<file path="config.mk">
export PLATFORM = sky130hd
export DESIGN_NAME = multicycle_control_flat
export DESIGN_NICKNAME = d
export VERILOG_FILES = /design/src/rtl/multicycle_control_pkg.sv /design/src/rtl/multicycle_control_if.sv /design/src/rtl/multicycle_control.sv /design/src/flat_wrapper.sv
export SDC_FILE = /design/constraint.sdc
export NUM_CORES = 1
export LEC_CHECK = 0
export CAP_MARGIN = 20
export CELL_PAD_IN_SITES_DETAIL_PLACEMENT = 0
export CELL_PAD_IN_SITES_GLOBAL_PLACEMENT = 2
export CORE_MARGIN = 2
export CORE_UTILIZATION = 18
export CTS_CLUSTER_DIAMETER = 200
export DETAILED_ROUTE_END_ITERATION = 12
export PLACE_DENSITY = 0.78
export SLEW_MARGIN = 25
export SYNTH_ARGS = -nofsm -noshare
export SYNTH_HDL_FRONTEND = slang
export SYNTH_SLANG_ARGS = --single-unit
</file>
<file path="constraint.sdc">
create_clock -name clk -period 1.97 [get_ports clk]
set_clock_uncertainty 0.1 [all_clocks]
set_input_delay 0.394 -clock clk [delete_from_list [all_inputs] [get_ports clk]]
set_output_delay 0.394 -clock clk [all_outputs]
set_load 0.005 [all_outputs]
</file>
<file path="src/rtl/multicycle_control_pkg.sv">
// Shared definitions for the multicycle CPU control FSM: state codes, opcodes
// and the datapath select encodings driven by the controller.
package cpu_ctrl_pkg;

    typedef enum logic [3:0] {
        S_IDLE   = 4'd0,
        S_FETCH  = 4'd1,
        S_DECODE = 4'd2,
        S_MEMADR = 4'd3,
        S_MEMRD  = 4'd4,
        S_MEMWB  = 4'd5,
        S_MEMWR  = 4'd6,
        S_RTEXEC = 4'd7,
        S_RTWB   = 4'd8,
        S_BRANCH = 4'd9,
        S_ADDIEX = 4'd10,
        S_ADDIWB = 4'd11,
        S_JUMP   = 4'd12
    } state_e;

    localparam logic [5:0] OP_RTYPE = 6'b000000;
    localparam logic [5:0] OP_LW    = 6'b100011;
    localparam logic [5:0] OP_SW    = 6'b101011;
    localparam logic [5:0] OP_BEQ   = 6'b000100;
    localparam logic [5:0] OP_ADDI  = 6'b001000;
    localparam logic [5:0] OP_J     = 6'b000010;

    localparam logic [1:0] PCSRC_ALU    = 2'b00;
    localparam logic [1:0] PCSRC_ALUOUT = 2'b01;
    localparam logic [1:0] PCSRC_JUMP   = 2'b10;

    localparam logic [1:0] ALUOP_ADD   = 2'b00;
    localparam logic [1:0] ALUOP_SUB   = 2'b01;
    localparam logic [1:0] ALUOP_FUNCT = 2'b10;

    localparam logic [1:0] SRCB_B      = 2'b00;
    localparam logic [1:0] SRCB_FOUR   = 2'b01;
    localparam logic [1:0] SRCB_IMM    = 2'b10;
    localparam logic [1:0] SRCB_IMM_SH = 2'b11;

endpackage

</file>
<file path="src/rtl/multicycle_control_if.sv">
// Control bundle between the FSM and the datapath/memory. Signals are plain
// level-valued; mem_ready qualifies the current memory access for one cycle.
interface multicycle_control_if;
    logic [5:0] opcode;
    logic       zero;
    logic       mem_ready;
    logic       pc_write;
    logic       pc_write_cond;
    logic       iord;
    logic       mem_read;
    logic       mem_write;
    logic       ir_write;
    logic       mem_to_reg;
    logic [1:0] pc_src;
    logic [1:0] alu_op;
    logic       alu_src_a;
    logic [1:0] alu_src_b;
    logic       reg_write;
    logic       reg_dst;
    logic       read_dst;
    logic       illegal_op;

    modport master (
        input  opcode, zero, mem_ready,
        output pc_write, pc_write_cond, iord, mem_read, mem_write, ir_write,
               mem_to_reg, pc_src, alu_op, alu_src_a, alu_src_b, reg_write,
               reg_dst, read_dst, illegal_op
    );

    modport slave (
        output opcode, zero, mem_ready,
        input  pc_write, pc_write_cond, iord, mem_read, mem_write, ir_write,
               mem_to_reg, pc_src, alu_op, alu_src_a, alu_src_b, reg_write,
               reg_dst, read_dst, illegal_op
    );
endinterface

</file>
<file path="src/rtl/multicycle_control.sv">
// Main control FSM of the multicycle MIPS-subset CPU. Outputs are decoded from
// the state register; only FETCH's ir_write/pc_write follow mem_ready directly.
module multicycle_control
    import cpu_ctrl_pkg::*;
#(
    parameter int MEM_WAIT_EN = 1
) (
    input  logic                 clk,
    input  logic                 rst_n,
    multicycle_control_if.master bus,
    output logic [3:0]           state_o
);

    state_e state_q, state_d;
    logic   illegal_q, illegal_d;
    logic   mem_rdy;

    assign mem_rdy = (MEM_WAIT_EN != 0) ? bus.mem_ready : 1'b1;

    always_ff @(posedge clk or negedge rst_n) begin
        if (!rst_n) begin
            state_q   <= S_IDLE;
            illegal_q <= 1'b0;
        end else begin
            state_q   <= state_d;
            illegal_q <= illegal_d;
        end
    end

    always_comb begin
        state_d   = state_q;
        illegal_d = illegal_q;
        case (state_q)
            S_IDLE:   state_d = S_FETCH;
            S_FETCH:  if (mem_rdy) state_d = S_DECODE;
            S_DECODE: begin
                case (bus.opcode)
                    OP_RTYPE:     state_d = S_RTEXEC;
                    OP_LW, OP_SW: state_d = S_MEMADR;
                    OP_BEQ:       state_d = S_BRANCH;
                    OP_ADDI:      state_d = S_ADDIEX;
                    OP_J:         state_d = S_JUMP;
                    default: begin
                        // Unknown opcode: flag it and keep the CPU fetching.
                        state_d   = S_FETCH;
                        illegal_d = 1'b1;
                    end
                endcase
            end
            S_MEMADR: state_d = (bus.opcode == OP_SW) ? S_MEMWR : S_MEMRD;
            S_MEMRD:  if (mem_rdy) state_d = S_MEMWB;
            S_MEMWB:  state_d = S_FETCH;
            S_MEMWR:  if (mem_rdy) state_d = S_FETCH;
            S_RTEXEC: state_d = S_RTWB;
            S_RTWB:   state_d = S_FETCH;
            S_BRANCH: state_d = S_FETCH;
            S_ADDIEX: state_d = S_ADDIWB;
            S_ADDIWB: state_d = S_FETCH;
            S_JUMP:   state_d = S_FETCH;
            default:  state_d = S_FETCH;
        endcase
    end

    always_comb begin
        bus.pc_write      = 1'b0;
        bus.pc_write_cond = 1'b0;
        bus.iord          = 1'b0;
        bus.mem_read      = 1'b0;
        bus.mem_write     = 1'b0;
        bus.ir_write      = 1'b0;
        bus.mem_to_reg    = 1'b0;
        bus.pc_src        = PCSRC_ALU;
        bus.alu_op        = ALUOP_ADD;
        bus.alu_src_a     = 1'b0;
        bus.alu_src_b     = SRCB_B;
        bus.reg_write     = 1'b0;
        bus.reg_dst       = 1'b0;
        bus.read_dst      = 1'b0;
        case (state_q)
            S_FETCH: begin
                bus.mem_read  = 1'b1;
                bus.alu_src_b = SRCB_FOUR;
                bus.ir_write  = mem_rdy;
                bus.pc_write  = mem_rdy;
            end
            S_DECODE: bus.alu_src_b = SRCB_IMM_SH;
            S_MEMADR: begin
                bus.alu_src_a = 1'b1;
                bus.alu_src_b = SRCB_IMM;
            end
            S_MEMRD: begin
                bus.mem_read = 1'b1;
                bus.iord     = 1'b1;
            end
            S_MEMWB: begin
                bus.reg_write  = 1'b1;
                bus.mem_to_reg = 1'b1;
            end
            S_MEMWR: begin
                // rt is re-read through the read-address mux as store data.
                bus.mem_write = 1'b1;
                bus.iord      = 1'b1;
                bus.read_dst  = 1'b1;
            end
            S_RTEXEC: begin
                bus.alu_src_a = 1'b1;
                bus.alu_op    = ALUOP_FUNCT;
            end
            S_RTWB: begin
                bus.reg_write = 1'b1;
                bus.reg_dst   = 1'b1;
            end
            S_BRANCH: begin
                bus.alu_src_a     = 1'b1;
                bus.alu_op        = ALUOP_SUB;
                bus.pc_write_cond = 1'b1;
                bus.pc_src        = PCSRC_ALUOUT;
            end
            S_ADDIEX: begin
                bus.alu_src_a = 1'b1;
                bus.alu_src_b = SRCB_IMM;
            end
            S_ADDIWB: bus.reg_write = 1'b1;
            S_JUMP: begin
                bus.pc_write = 1'b1;
                bus.pc_src   = PCSRC_JUMP;
            end
            default: ;
        endcase
    end

    assign bus.illegal_op = illegal_q;
    assign state_o        = state_q;

endmodule

</file>
<file path="src/flat_wrapper.sv">
// flat-port wrapper written by rule: the top's interface ports become plain ports
module multicycle_control_flat import cpu_ctrl_pkg::*;
#(
    parameter int MEM_WAIT_EN = 1
)
  (clk, rst_n, state_o, bus_opcode, bus_zero, bus_mem_ready, bus_pc_write, bus_pc_write_cond, bus_iord, bus_mem_read, bus_mem_write, bus_ir_write, bus_mem_to_reg, bus_pc_src, bus_alu_op, bus_alu_src_a, bus_alu_src_b, bus_reg_write, bus_reg_dst, bus_read_dst, bus_illegal_op);
  multicycle_control_if bus_i ();
  input  logic clk;
  input  logic rst_n;
  output logic [3:0] state_o;
  input wire logic [$bits(bus_i.opcode)-1:0] bus_opcode;
  input wire logic [$bits(bus_i.zero)-1:0] bus_zero;
  input wire logic [$bits(bus_i.mem_ready)-1:0] bus_mem_ready;
  output wire logic [$bits(bus_i.pc_write)-1:0] bus_pc_write;
  output wire logic [$bits(bus_i.pc_write_cond)-1:0] bus_pc_write_cond;
  output wire logic [$bits(bus_i.iord)-1:0] bus_iord;
  output wire logic [$bits(bus_i.mem_read)-1:0] bus_mem_read;
  output wire logic [$bits(bus_i.mem_write)-1:0] bus_mem_write;
  output wire logic [$bits(bus_i.ir_write)-1:0] bus_ir_write;
  output wire logic [$bits(bus_i.mem_to_reg)-1:0] bus_mem_to_reg;
  output wire logic [$bits(bus_i.pc_src)-1:0] bus_pc_src;
  output wire logic [$bits(bus_i.alu_op)-1:0] bus_alu_op;
  output wire logic [$bits(bus_i.alu_src_a)-1:0] bus_alu_src_a;
  output wire logic [$bits(bus_i.alu_src_b)-1:0] bus_alu_src_b;
  output wire logic [$bits(bus_i.reg_write)-1:0] bus_reg_write;
  output wire logic [$bits(bus_i.reg_dst)-1:0] bus_reg_dst;
  output wire logic [$bits(bus_i.read_dst)-1:0] bus_read_dst;
  output wire logic [$bits(bus_i.illegal_op)-1:0] bus_illegal_op;
  assign bus_i.opcode = bus_opcode;
  assign bus_i.zero = bus_zero;
  assign bus_i.mem_ready = bus_mem_ready;
  assign bus_pc_write = bus_i.pc_write;
  assign bus_pc_write_cond = bus_i.pc_write_cond;
  assign bus_iord = bus_i.iord;
  assign bus_mem_read = bus_i.mem_read;
  assign bus_mem_write = bus_i.mem_write;
  assign bus_ir_write = bus_i.ir_write;
  assign bus_mem_to_reg = bus_i.mem_to_reg;
  assign bus_pc_src = bus_i.pc_src;
  assign bus_alu_op = bus_i.alu_op;
  assign bus_alu_src_a = bus_i.alu_src_a;
  assign bus_alu_src_b = bus_i.alu_src_b;
  assign bus_reg_write = bus_i.reg_write;
  assign bus_reg_dst = bus_i.reg_dst;
  assign bus_read_dst = bus_i.read_dst;
  assign bus_illegal_op = bus_i.illegal_op;
  multicycle_control #(.MEM_WAIT_EN(MEM_WAIT_EN)) u_core (.clk(clk), .rst_n(rst_n), .bus(bus_i), .state_o(state_o));
endmodule
</file>
=== Word-level counts from Yosys, hierarchy flattened ===
Cells that the tools add are included.

* Memory bits (read-only): 0
* Register bits: 5
* Output and inout port bits: 22
* Word-level logic and storage cells: 52
* Bits in latches: 0
* Memories: 0
* Input port bits: 10
* Memory bits (writable): 0

* Add/sub/neg operators: 0
* Muxes and demuxes: 19
* Bitwise gates (word level): 1
* Equality and inequality tests: 20
* Div/mod/pow operators: 0
* $mul: 0
* Reductions and logical operators: 10
* Shifts and indexed selects: 0
* Magnitude comparators: 0

{| class="wikitable"
|+ Operator list
! operator !! number
|-
| $pmux 4 s7 || 1
|-
| $eq 4x4->1 const B || 5
|-
| $pmux 4 s5 || 1
|-
| $eq 4x3->1 const B || 4
|-
| $eq 6x6->1 const B || 2
|-
| $mux 4 || 3
|-
| $mux 1 || 9
|-
| $eq 4x2->1 const B || 2
|-
| $pmux 2 s2 || 2
|-
| $reduce_or 2->1 || 4
|-
| $eq 6x2->1 const B || 1
|-
| $eq 6x3->1 const B || 1
|-
| $eq 6x4->1 const B || 1
|-
| $logic_not 6->1 || 1
|-
| $ne 2x2->1 const B || 3
|-
| $pmux 2 s3 || 1
|-
| $reduce_or 6->1 || 1
|-
| $eq 4x1->1 const B || 1
|-
| $reduce_or 4->1 || 1
|-
| $reduce_and 3->1 || 1
|-
| $reduce_or 3->1 || 1
|-
| $mux 2 || 1
|-
| $pmux 1 s2 || 1
|-
| $reduce_and 2->1 || 1
|-
| $not 1->1 || 1
|}

=== Longest topological paths before layout ===
Gate-level depths: netlist of the first run.

* Depth in word-level cells: 4
* Mapped depth: 5
* Depth with buffers taken out: 4

=== Worst setup path after synthesis of the first run ===
No wires, ideal clock.

* Path type: register to output
* From: reg u_core.state_q[1], in the netlist u_core.state_o[1]
* To: out bus_pc_write
* Path slack: 245 ps
* Buffers on the path: 1
* Cell stages (with the launch flop): 6
* Arrival: 1,231 ps
* Cells stage by stage: dfrtp_1 > buf_2 > inv_1 > nand2_1 > nor4b_2 > or2_1

* Cells in the longest elaborated chain, start to end: 2

{| class="wikitable"
|+ RTL lines
! what !! line !! source
|-
| from (decl) || multicycle_control.sv:14 || <nowiki>state_e state_q, state_d;</nowiki>
|-
| from (signal assigned) || multicycle_control.sv:25 || <nowiki>state_q <= state_d;</nowiki>
|-
| $eq 4x4->1 / $eq 4x1->1 (equally long branches) || multicycle_control.sv:79 || <nowiki>case (state_q)</nowiki>
|-
| $pmux 1 s2 * || multicycle_control.sv:79 ||
|-
| to (decl) || flat_wrapper.sv:14 || <nowiki>output wire logic [$bits(bus_i.pc_write)-1:0] bus_pc_write;</nowiki>
|}

Mark *: on every way between the ends. The rest lies on a longest branch, timed or not.

=== Worst setup path after layout of the first run ===
* From: reg u_core.state_q[0], in the netlist u_core.state_o[0]
* To: out state_o[0]

{| class="wikitable"
|+ RTL lines
! what !! line !! source
|-
| to (decl) || flat_wrapper.sv:10 || <nowiki>output logic [3:0] state_o;</nowiki>
|}

No word-level cell between the ends.

==> impl_metrics.py, run 1 <==
metrics = {
    "status": {
        "outcome": "finished clean",
    },
    "global_routing": {
        "first_global_vias": 701,
        "globalRouteOverflowTotal": 0,
        "grt_pass1_wl_um": 3050,
        "grtUsageTotal_pct": 11.3,
        "antenna_found_initial": 0,
        "grt_max_degree": 12,
    },
    "floorplanning": {
        "num_rows": 19,
        "initial_core_util_pct": 19.1,
        "io_pins": 32,
        "die_x_um": 58.4,
        "core_area_um2": 2780,
        "die-area_um2": 3400,
        "die_h_um": 58.4,
    },
    "placement": {
        "io_buffer_count": 30,
        "gp_congestion": 0.743,
        "dpl.hpwl_um": 1410,
        "dp_cells": 145,
    },
    "sta": {
        "finalMaxSlewViolations": 0,
        "holdWs_ns": 0.268,
        "rsz0062_at_grt": "false",
        "post-route-min-period_ns": 1.90,
        "fin_crit_sh_pct": 96.5,
        "setup-violations-final": 0,
        "timing.fmax_mhz": 526,
        "tightest_slew_ns": 0.373,
        "final-hold-violation-count": 0,
        "slew_headroom_pct": 74.5,
    },
    "critical_path": {
        "worstSetupEndpointType": "output pin",
        "reg2reg_from": "u_core.state_o[0]",
        "cp_data_required_time_ns": 1.48,
        "worst-r2r-cell-count": 6,
        "r2r_slack_ns": 0.30,
        "worst_r2r_endpoint": "u_core.state_o[1]",
        "critPathArrivalTime_ns": 1.41,
        "worstSetupPathType": "flop to output pin",
        "crit_fanout": 8,
        "startpoint_type": "flop",
    },
    "power_and_ir_drop": {
        "irDropWorstVdd_uv": 736,
        "p_leak_nw": 0.504,
        "power_density_nw_per_um2": 1220,
        "total_power_mw": 1.29,
    },
    "flow_run": {
        "cap_violations": 0,
    },
    "logic_synthesis": {
        "async_reset_ff_share_pct": 100,
        "ys.flop_type": "dfrtp_1",
        "synth_cell_types": 33,
        "syn_inst": 71,
        "yosys_warnings": 0,
        "synth_seq_cells": 5,
        "synth_area_um2": 532,
        "seq_area_frac_synth_pct": 23.5,
        "synth_edf_count": 0,
        "synth_fp_nets": 81,
        "avgSynthCellArea_um2": 7.49,
        "synth_top_area_share_pct": 23.5,
        "yosysTopAreaCell": "dfrtp_1",
        "synth_area_leaders": "dfrtp_1, nor3_1, nand2b_1, nor2_1, buf_4",
    },
    "cells_and_area": {
        "multiInputGateArea_um2": 402,
        "drive_gt1_share_pct": 34.1,
        "finish.utilization_pct": 38.1,
        "fin_nets": 134,
        "fin_cells": 154,
        "fillers": 289,
        "register_area_um2": 129,
        "syn_to_final_growth_pct": 99.3,
        "antenna_cells": 0,
    },
    "clocking": {
        "cts_buffers": 3,
        "worstSkewPairLatency_ns": 0.24,
        "h-tree-depth": 1,
        "cts-root-buf": "clkbuf_4",
        "clk_pin_slew_ns": 0.05,
        "clkSinkCount": 5,
        "cts_max_path_buffers": 2,
        "cts_tree": "built",
    },
    "routing": {
        "wl_um": 1800,
        "avgRoutedWirePerCell_um": 11.7,
        "firstDrtPassIters": 4,
        "route.vias.total": 720,
        "drc": 0,
        "drt_iter0_markers": 10,
        "vias_per_cell": 4.68,
        "ant_nets": 0,
    },
    "min_path": {
        "hp-class": "primary input to async pin",
    },
}
cells in the final DEF, fill, tap and decap left out, drive strengths merged:
cell type and count:
nand4b 2, or3b 1, nand2 5, a21o 2, a211oi 1, inv 1, buf 26, dlygate4sd2 16
o21ai 3, or4 1, a32oi 1, a21oi 4, nor3 8, and3 1, or2 1, and2 1
nand3b 1, dfrtp 5, xnor2 1, xor2 2, nor4b 1, o2111ai 1, o21bai 1, o41ai 1
nor2 8, a2111oi 1, nand2b 5, nor2b 1, clkbuf 5, clkdlybuf4s50 12, nor4 1, o221ai 1
o22ai 2
logic make-up after synthesis:
kind of cell	synth area share, %
AO/OA/AOI/OAI	22.8
buffers and inverters	8.47
AND/OR/NAND/NOR	40.2
XOR/XNOR	4.94
flip-flops	23.5
power breakdown:
part           internal [mW]  switching [mW]  leakage, nW
clock                 0.0765          0.0415       0.0150
combinational          0.543           0.426        0.432
sequential             0.150          0.0578       0.0564
per-stage QoR:
| stage | setup slack (ns) | TNS, ns | cell area, µm² |
|---|---|---|---|
| after floorplan | 0.245 | 0 | 532 |
| after global placement | -0.302 | -0.564 | 980 |
| after detailed placement | -0.322 | -0.620 | 980 |
| after CTS | 0.0586 | 0 | 1060 |
| after global routing | 0.00238 | 0 | 1060 |
| final | 0.0685 | 0 | 1060 |
timing repair:
action | in CTS | in global routing
hold buffers | 0 | 0
buffers inserted | 5 | 0
cloned | 0 | 0
gates resized for setup | 30 | 3
endpoints found under the setup margin | 18 | 2
pin swaps | 2 | 0
worst max-delay path, stage by stage (launching register included):
cell and delay [ns]:
dfrtp_2 0.44, buf_4 0.15, buf_4 0.15, clkdlybuf4s50_1 0.44
cell type report:
class	instances	area share, %
multi-input cells	58	37.9
clock buffers	4	2.48
repair buffers	55	43.4
flip-flops and latches	5	12.2
well taps	31	3.66
inverters	1	0.354
state kept, by name, summed over array words and instances, names as in the netlist:
register and cells:
u_core.bus.illegal_op 1, u_core.state_o 4
metal layers:
layer  wire [µm]  track usage, %  vias up  share of wire (%)
met4          17            4.98        0               0.95
met3          78            1.10        2                4.3
li1            -               -      367                  -
met5           0               0        -                  0
met2         861            18.9       17                 48
met1         837            14.8      334                 47
cell usage after synthesis, types with 2 or more instances:
cell and number:
nand2_1 5, buf_4 3, nand2b_1 5, nor3_1 8, buf_2 3, a21o_1 2, dfrtp_1 5, nand4b_1 2
o21ai_1 2, o22ai_1 2, nor2_1 8, xor2_1 2, a21oi_1 4
worst max path at each step:
stage	endpoint	slack [ns]	start	cells past startpoint
after floorplan	bus_pc_write	0.25	u_core.state_o[1]	5
after global placement	bus_pc_write	-0.30	bus_mem_ready	4
after detailed placement	bus_pc_write	-0.32	bus_mem_ready	4
after CTS	state_o[0]	0.06	u_core.state_o[0]	3
after global routing	state_o[0]	0.002	u_core.state_o[0]	3
final	state_o[0]	0.07	u_core.state_o[0]	3
Power figures use the tool's default switching activity.
==> run 2: changes to the inputs <==
- GPL_TIMING_DRIVEN: unset -> 0
==> run 2 against run 1 <==
Compared with the run above: register-to-register slack improved by 0.02 ns; sequential cell count did not move; routed wire length rose by 2.4%; clock power down 3%; power rose by 6.3%; sequential power is 3% higher; combinational power up 8%; first-iteration DRC count decreased by 20%; die area unchanged; cell count is 2.6% lower; design area rose by 0.83%; critical path depth rose by 2.
==> impl_metrics.py, run 2 (same netlist as run 1, synthesis figures left out) <==
metrics = {
    "cells_and_area": {
        "final_common_cell": "buf_4",
        "layout_common_cells": "buf_4, dlygate4sd2_1, clkdlybuf4s50_1, nor2_1, nor3_1",
        "fin_nets": 130,
        "antenna_cells": 0,
        "drive_gt1_share_pct": 37.8,
        "largest_reg_flops": 4,
        "syn_to_final_growth_pct": 101,
        "fin_cells": 150,
        "finish.instance_area_um2": 1070,
    },
    "critical_path": {
        "r2r_slack_ns": 0.32,
        "worstSetupEndpointType": "output pin",
        "reg2reg_from": "u_core.state_o[1]",
        "worstSetupPathType": "flop to output pin",
        "cp_data_required_time_ns": 1.48,
        "crit_fanout": 6,
        "worst_r2r_endpoint": "u_core.state_o[1]",
        "startpoint_type": "flop",
        "critPathArrivalTime_ns": 1.44,
        "worst-r2r-cell-count": 6,
    },
    "routing": {
        "avgRoutedWirePerCell_um": 12.3,
        "wl_um": 1840,
        "firstDrtPassIters": 4,
        "drt_iter0_markers": 8,
        "drc": 0,
        "ant_nets": 0,
        "route.vias.total": 705,
        "vias_per_cell": 4.70,
    },
    "global_routing": {
        "grt_max_degree": 11,
        "grtUsageTotal_pct": 11.7,
        "antenna_found_initial": 0,
        "globalRouteOverflowTotal": 0,
        "grt_pass1_wl_um": 3100,
        "first_global_vias": 678,
    },
    "clocking": {
        "h-tree-depth": 1,
        "cts_tree": "built",
        "cts_max_path_buffers": 2,
        "clk_pin_slew_ns": 0.04,
        "ctsHoldBuffers": 0,
        "worstSkewPairLatency_ns": 0.24,
        "clkSinkCount": 5,
        "cts_buffers": 3,
        "cts-root-buf": "clkbuf_4",
    },
    "sta": {
        "setup-violations-final": 0,
        "holdWs_ns": 0.270,
        "post-route-min-period_ns": 1.93,
        "finalMaxSlewViolations": 0,
        "fin_crit_sh_pct": 98.0,
        "slew_headroom_pct": 71.2,
        "tightest_slew_ns": 0.421,
        "rsz0062_at_grt": "true",
        "setup_ws_ns": 0.0399,
        "timing.fmax_mhz": 518,
        "final-hold-violation-count": 0,
    },
    "floorplanning": {
        "initial_core_util_pct": 19.1,
        "core_area_um2": 2780,
        "num_rows": 19,
        "die-area_um2": 3400,
        "io_pins": 32,
        "die_h_um": 58.4,
        "die_x_um": 58.4,
    },
    "placement": {
        "gp_congestion": 0.717,
        "placed_area_um2": 871,
        "dpl.hpwl_um": 1320,
        "dp_cells": 132,
        "io_buffer_count": 30,
        "pre_cts_ws_ns": -0.361,
    },
    "power_and_ir_drop": {
        "power_density_nw_per_um2": 1290,
        "irDropWorstVdd_uv": 640,
        "p_leak_nw": 0.509,
        "total_power_mw": 1.38,
    },
    "status": {
        "outcome": "finished clean",
    },
    "flow_run": {
        "cap_violations": 0,
    },
    "min_path": {
        "hp-class": "primary input to async pin",
    },
}
==> run 2: cell types whose count changed in the layout (fill, tap and decap cells not counted), sizes merged <==
cell          delta
dlymetal6s2s     +1
buf              -2
dlygate4sd2      -3
==> run 2: cell type report <==
cell class                 count  area, µm²
fill                         300       1710
multi-input combinational     58        433
timing repair buffer          45        384
sequential                     5        130
buffer                         6       52.6
tap                           31       38.8
clock buffer                   4       26.3
inverter                       1       3.75
==> run 2: routing by layer <==
metal | up-vias | share of wire (%) | global-route usage (%)
met3 | 0 | 4.8 | 1.76
li1 | 357 | - | -
met4 | 0 | 0 | 5.32
met5 | - | 0 | 0
met1 | 331 | 46 | 16.1
met2 | 17 | 49 | 17.8
==> run 2: repair_timing <==
item | 4_1_cts | 5_1_grt
buffers inserted | 13 | 2
cloned | 0 | 0
pin swaps | 4 | 0
setup endpoints to repair | 17 | 4
resized for setup | 47 | 4
==> run 2: stage by stage <==
stage / util, % / setup TNS, ns
6_report: 38.4 / 0
2_1_floorplan: - / 0
3_5_place_dp: 31.3 / -2.38
5_1_grt: 38.4 / -0.0570
3_3_place_gp: 31.3 / -2.40
4_1_cts: 37.7 / -0.0627
==> run 2: power breakdown <==
part | internal, mW | switching, mW
clock network | 0.0763 | 0.0380
logic | 0.580 | 0.468
registers | 0.152 | 0.0619
==> run 2: how the worst max path moves through the flow <==
| stage | start | to | slack (ns) | depth (start not counted) |
|---|---|---|---|---|
| finish | u_core.state_o[0] | bus_pc_write | 0.04 | 5 |
| global route | u_core.state_o[0] | bus_pc_write | -0.06 | 5 |
| CTS | u_core.state_o[0] | bus_alu_src_b[0] | -0.06 | 5 |
| detailed placement | bus_mem_ready | bus_pc_write | -0.36 | 4 |
| global placement | bus_mem_ready | bus_pc_write | -0.38 | 4 |
| floorplan | u_core.state_o[1] | bus_pc_write | 0.25 | 5 |
==> run 2: worst max-delay path, stage by stage (launching register included) <==
cell and delay [ns]:
dfrtp_2 0.43, buf_4 0.15, nand2_4 0.10, nor4b_4 0.06
or2_1 0.20, dlygate4sd2_1 0.26
==> run 3: changes to the inputs <==
- CELL_PAD_IN_SITES_DETAIL_PLACEMENT: 0 -> unset
- CELL_PAD_IN_SITES_GLOBAL_PLACEMENT: 2 -> unset
- CORE_AREA: unset -> 2 2 39 41
- CORE_MARGIN: 2 -> unset
- CORE_UTILIZATION: 18 -> unset
- DIE_AREA: unset -> 0 0 41 43
- DONT_BUFFER_PORTS: unset -> 1
- PLACE_DENSITY: 0.78 -> 0.55
==> run 3 against run 2 <==
Compared with the run above: design area is 42% lower; sequential cell count did not move; sequential share of layout area is 8.4 points higher; critical endpoint unchanged; register-to-register slack hardly changed; cell count decreased by 39%; hold slack worse by 0.011 ns; largest cell class is now multi-input combinational cells; largest power group unchanged; global-route usage up 5.7 points; setup slack improved by 0.025 ns; highest routed layer unchanged; power down 37%; clock-buffer cell count unchanged.
==> impl_metrics.py, run 3 (same netlist as run 1, synthesis figures left out) <==
metrics = {
    "routing": {
        "firstDrtPassIters": 2,
        "route.vias.total": 541,
        "avgRoutedWirePerCell_um": 14.5,
        "vias_per_cell": 5.88,
        "drt_iter0_markers": 4,
        "drc": 0,
        "ant_nets": 0,
        "wl_um": 1330,
    },
    "sta": {
        "setup-violations-final": 0,
        "finalMaxSlewViolations": 0,
        "slew_headroom_pct": 73.7,
        "fin_crit_sh_pct": 96.7,
        "timing.fmax_mhz": 525,
        "tightest_slew_ns": 0.385,
        "setup_ws_ns": 0.0648,
        "post-route-min-period_ns": 1.91,
        "final-hold-violation-count": 0,
        "rsz0062_at_grt": "true",
    },
    "critical_path": {
        "crit_fanout": 10,
        "worstPathBufferInverterCount": 2,
        "worst_r2r_endpoint": "u_core.state_o[1]",
        "max_stage_delay_ns": 0.41,
        "cp_top_family": "simple AND/OR/NAND/NOR gates",
        "worstSetupEndpointType": "output pin",
        "cp_data_required_time_ns": 1.48,
        "critPathArrivalTime_ns": 1.41,
        "startpoint_type": "flop",
        "worstSetupPathType": "flop to output pin",
        "cpMaxStageDelayCell": "dfrtp_1",
        "worst-r2r-cell-count": 5,
        "path_cells": "buf_6 -> inv_6 -> nand2_4 -> nor4b_4 -> or2_1",
        "r2r_slack_ns": 0.33,
        "reg2reg_from": "u_core.state_o[1]",
    },
    "status": {
        "outcome": "finished clean",
    },
    "clocking": {
        "worstSkewPairLatency_ns": 0.23,
        "cts_max_path_buffers": 2,
        "h-tree-depth": 1,
        "cts_buffers": 3,
        "cts-root-buf": "clkbuf_4",
        "clkSinkCount": 5,
        "cts_tree": "built",
        "clk_pin_slew_ns": 0.04,
        "post-cts-setup-buffer-count": 0,
    },
    "global_routing": {
        "grt_pass1_wl_um": 2100,
        "globalRouteOverflowTotal": 0,
        "first_global_vias": 487,
        "grt_max_degree": 11,
        "antenna_found_initial": 0,
        "grtUsageTotal_pct": 17.3,
    },
    "placement": {
        "io_buffer_count": 0,
        "pre_cts_ws_ns": 0.0965,
        "gp_congestion": 0.820,
        "dp_cells": 87,
        "dpl.hpwl_um": 1010,
        "placed_area_um2": 552,
    },
    "cells_and_area": {
        "multiInputGateArea_um2": 378,
        "finish.instance_area_um2": 621,
        "antenna_cells": 0,
        "layout_common_cells": "nor2_1, nor3_1, nand2b_1",
        "drive_gt1_share_pct": 19.7,
        "fillers": 148,
        "fin_cells": 92,
        "syn_to_final_growth_pct": 16.7,
        "fin_nets": 87,
        "register_area_um2": 128,
        "largest_reg_flops": 4,
    },
    "floorplanning": {
        "die-area_um2": 1760,
        "initial_core_util_pct": 38.4,
        "num_rows": 14,
        "io_pins": 32,
        "die_h_um": 43,
        "core_area_um2": 1380,
        "die_x_um": 41,
    },
    "power_and_ir_drop": {
        "power_density_nw_per_um2": 1400,
        "p_leak_nw": 0.241,
        "irDropWorstVdd_uv": 725,
    },
    "min_path": {
        "hp-class": "primary input to flop",
        "hold_path_depth": 2,
        "worstHoldStart": "bus_opcode[3]",
        "worstHoldEndpoint": "u_core.state_o[2]",
    },
    "flow_run": {
        "cap_violations": 0,
    },
}
run 3: cell count changes in the layout (fill, tap and decap cells not counted), sizes merged:
| cell | change |
|---|---|
| dlygate4sd2 | -13 |
| dlymetal6s2s | -1 |
| dlygate4sd3 | +1 |
| buf | -18 |
| clkdlybuf4s50 | -12 |
run 3: final cells by class:
cell class | instances | area share (%)
Buffer | 7 | 8.06
Clock buffer | 4 | 4.23
Sequential cell | 5 | 20.6
Timing Repair Buffer | 1 | 1.61
Tap cell | 16 | 3.23
Multi-Input combinational cell | 58 | 60.9
Inverter | 1 | 1.41
run 3: per-stage QoR:
step                      hold slack [ns]  setup TNS (ns)  power, mW  util (%)
after floorplan                  -0.00159               0      0.587         -
after global placement           -0.00147               0      0.677      39.9
after detailed placement         -0.00145               0      0.679      39.9
after CTS                           0.256               0      0.838      43.7
after global routing                0.270        -0.00247      0.961      44.8
final                               0.259               0      0.867      44.8
run 3: routing by layer:
metal / GRT usage (%) / share of wire (%) / vias up
li1: - / - / 273
met1: 23.5 / 44 / 260
met2: 25.0 / 52 / 8
met3: 3.14 / 3.8 / 0
met4: 9.33 / 0 / 0
met5: 0 / 0 / -
run 3: how the worst max path moves through the flow:
stage,start,cells after the start,to,slack [ns]
after floorplan,u_core.state_o[1],5,bus_pc_write,0.25
after global placement,u_core.state_o[1],5,bus_pc_write,0.09
after detailed placement,u_core.state_o[1],5,bus_pc_write,0.1
after CTS,u_core.state_o[1],5,bus_pc_write,0.02
after global routing,u_core.state_o[1],5,bus_pc_write,-0.002
final,u_core.state_o[1],5,bus_pc_write,0.06
run 3: repair_timing:
action	4_1_cts	5_1_grt
gates resized for setup	5	6
endpoints found under the setup margin	5	6
endpoints found under the hold margin	5	0
cloned	0	0
hold buffers	1	0
pin swaps	1	2
run 3: where the power goes:
part	leakage [nW]	internal, mW	total [mW]	switching [mW]
clock network	0.0150	0.0762	0.112	0.0362
logic	0.168	0.219	0.536	0.317
registers	0.0581	0.149	0.219	0.0695
run 3: worst reg2reg max path: cells and delay by family, from the launching register on:
kind	cells	cell delay (ns)
flip-flops	1	0.41
AO/OA/AOI/OAI	2	0.56
buffers and inverters	1	0.16
AND/OR/NAND/NOR	2	0.29
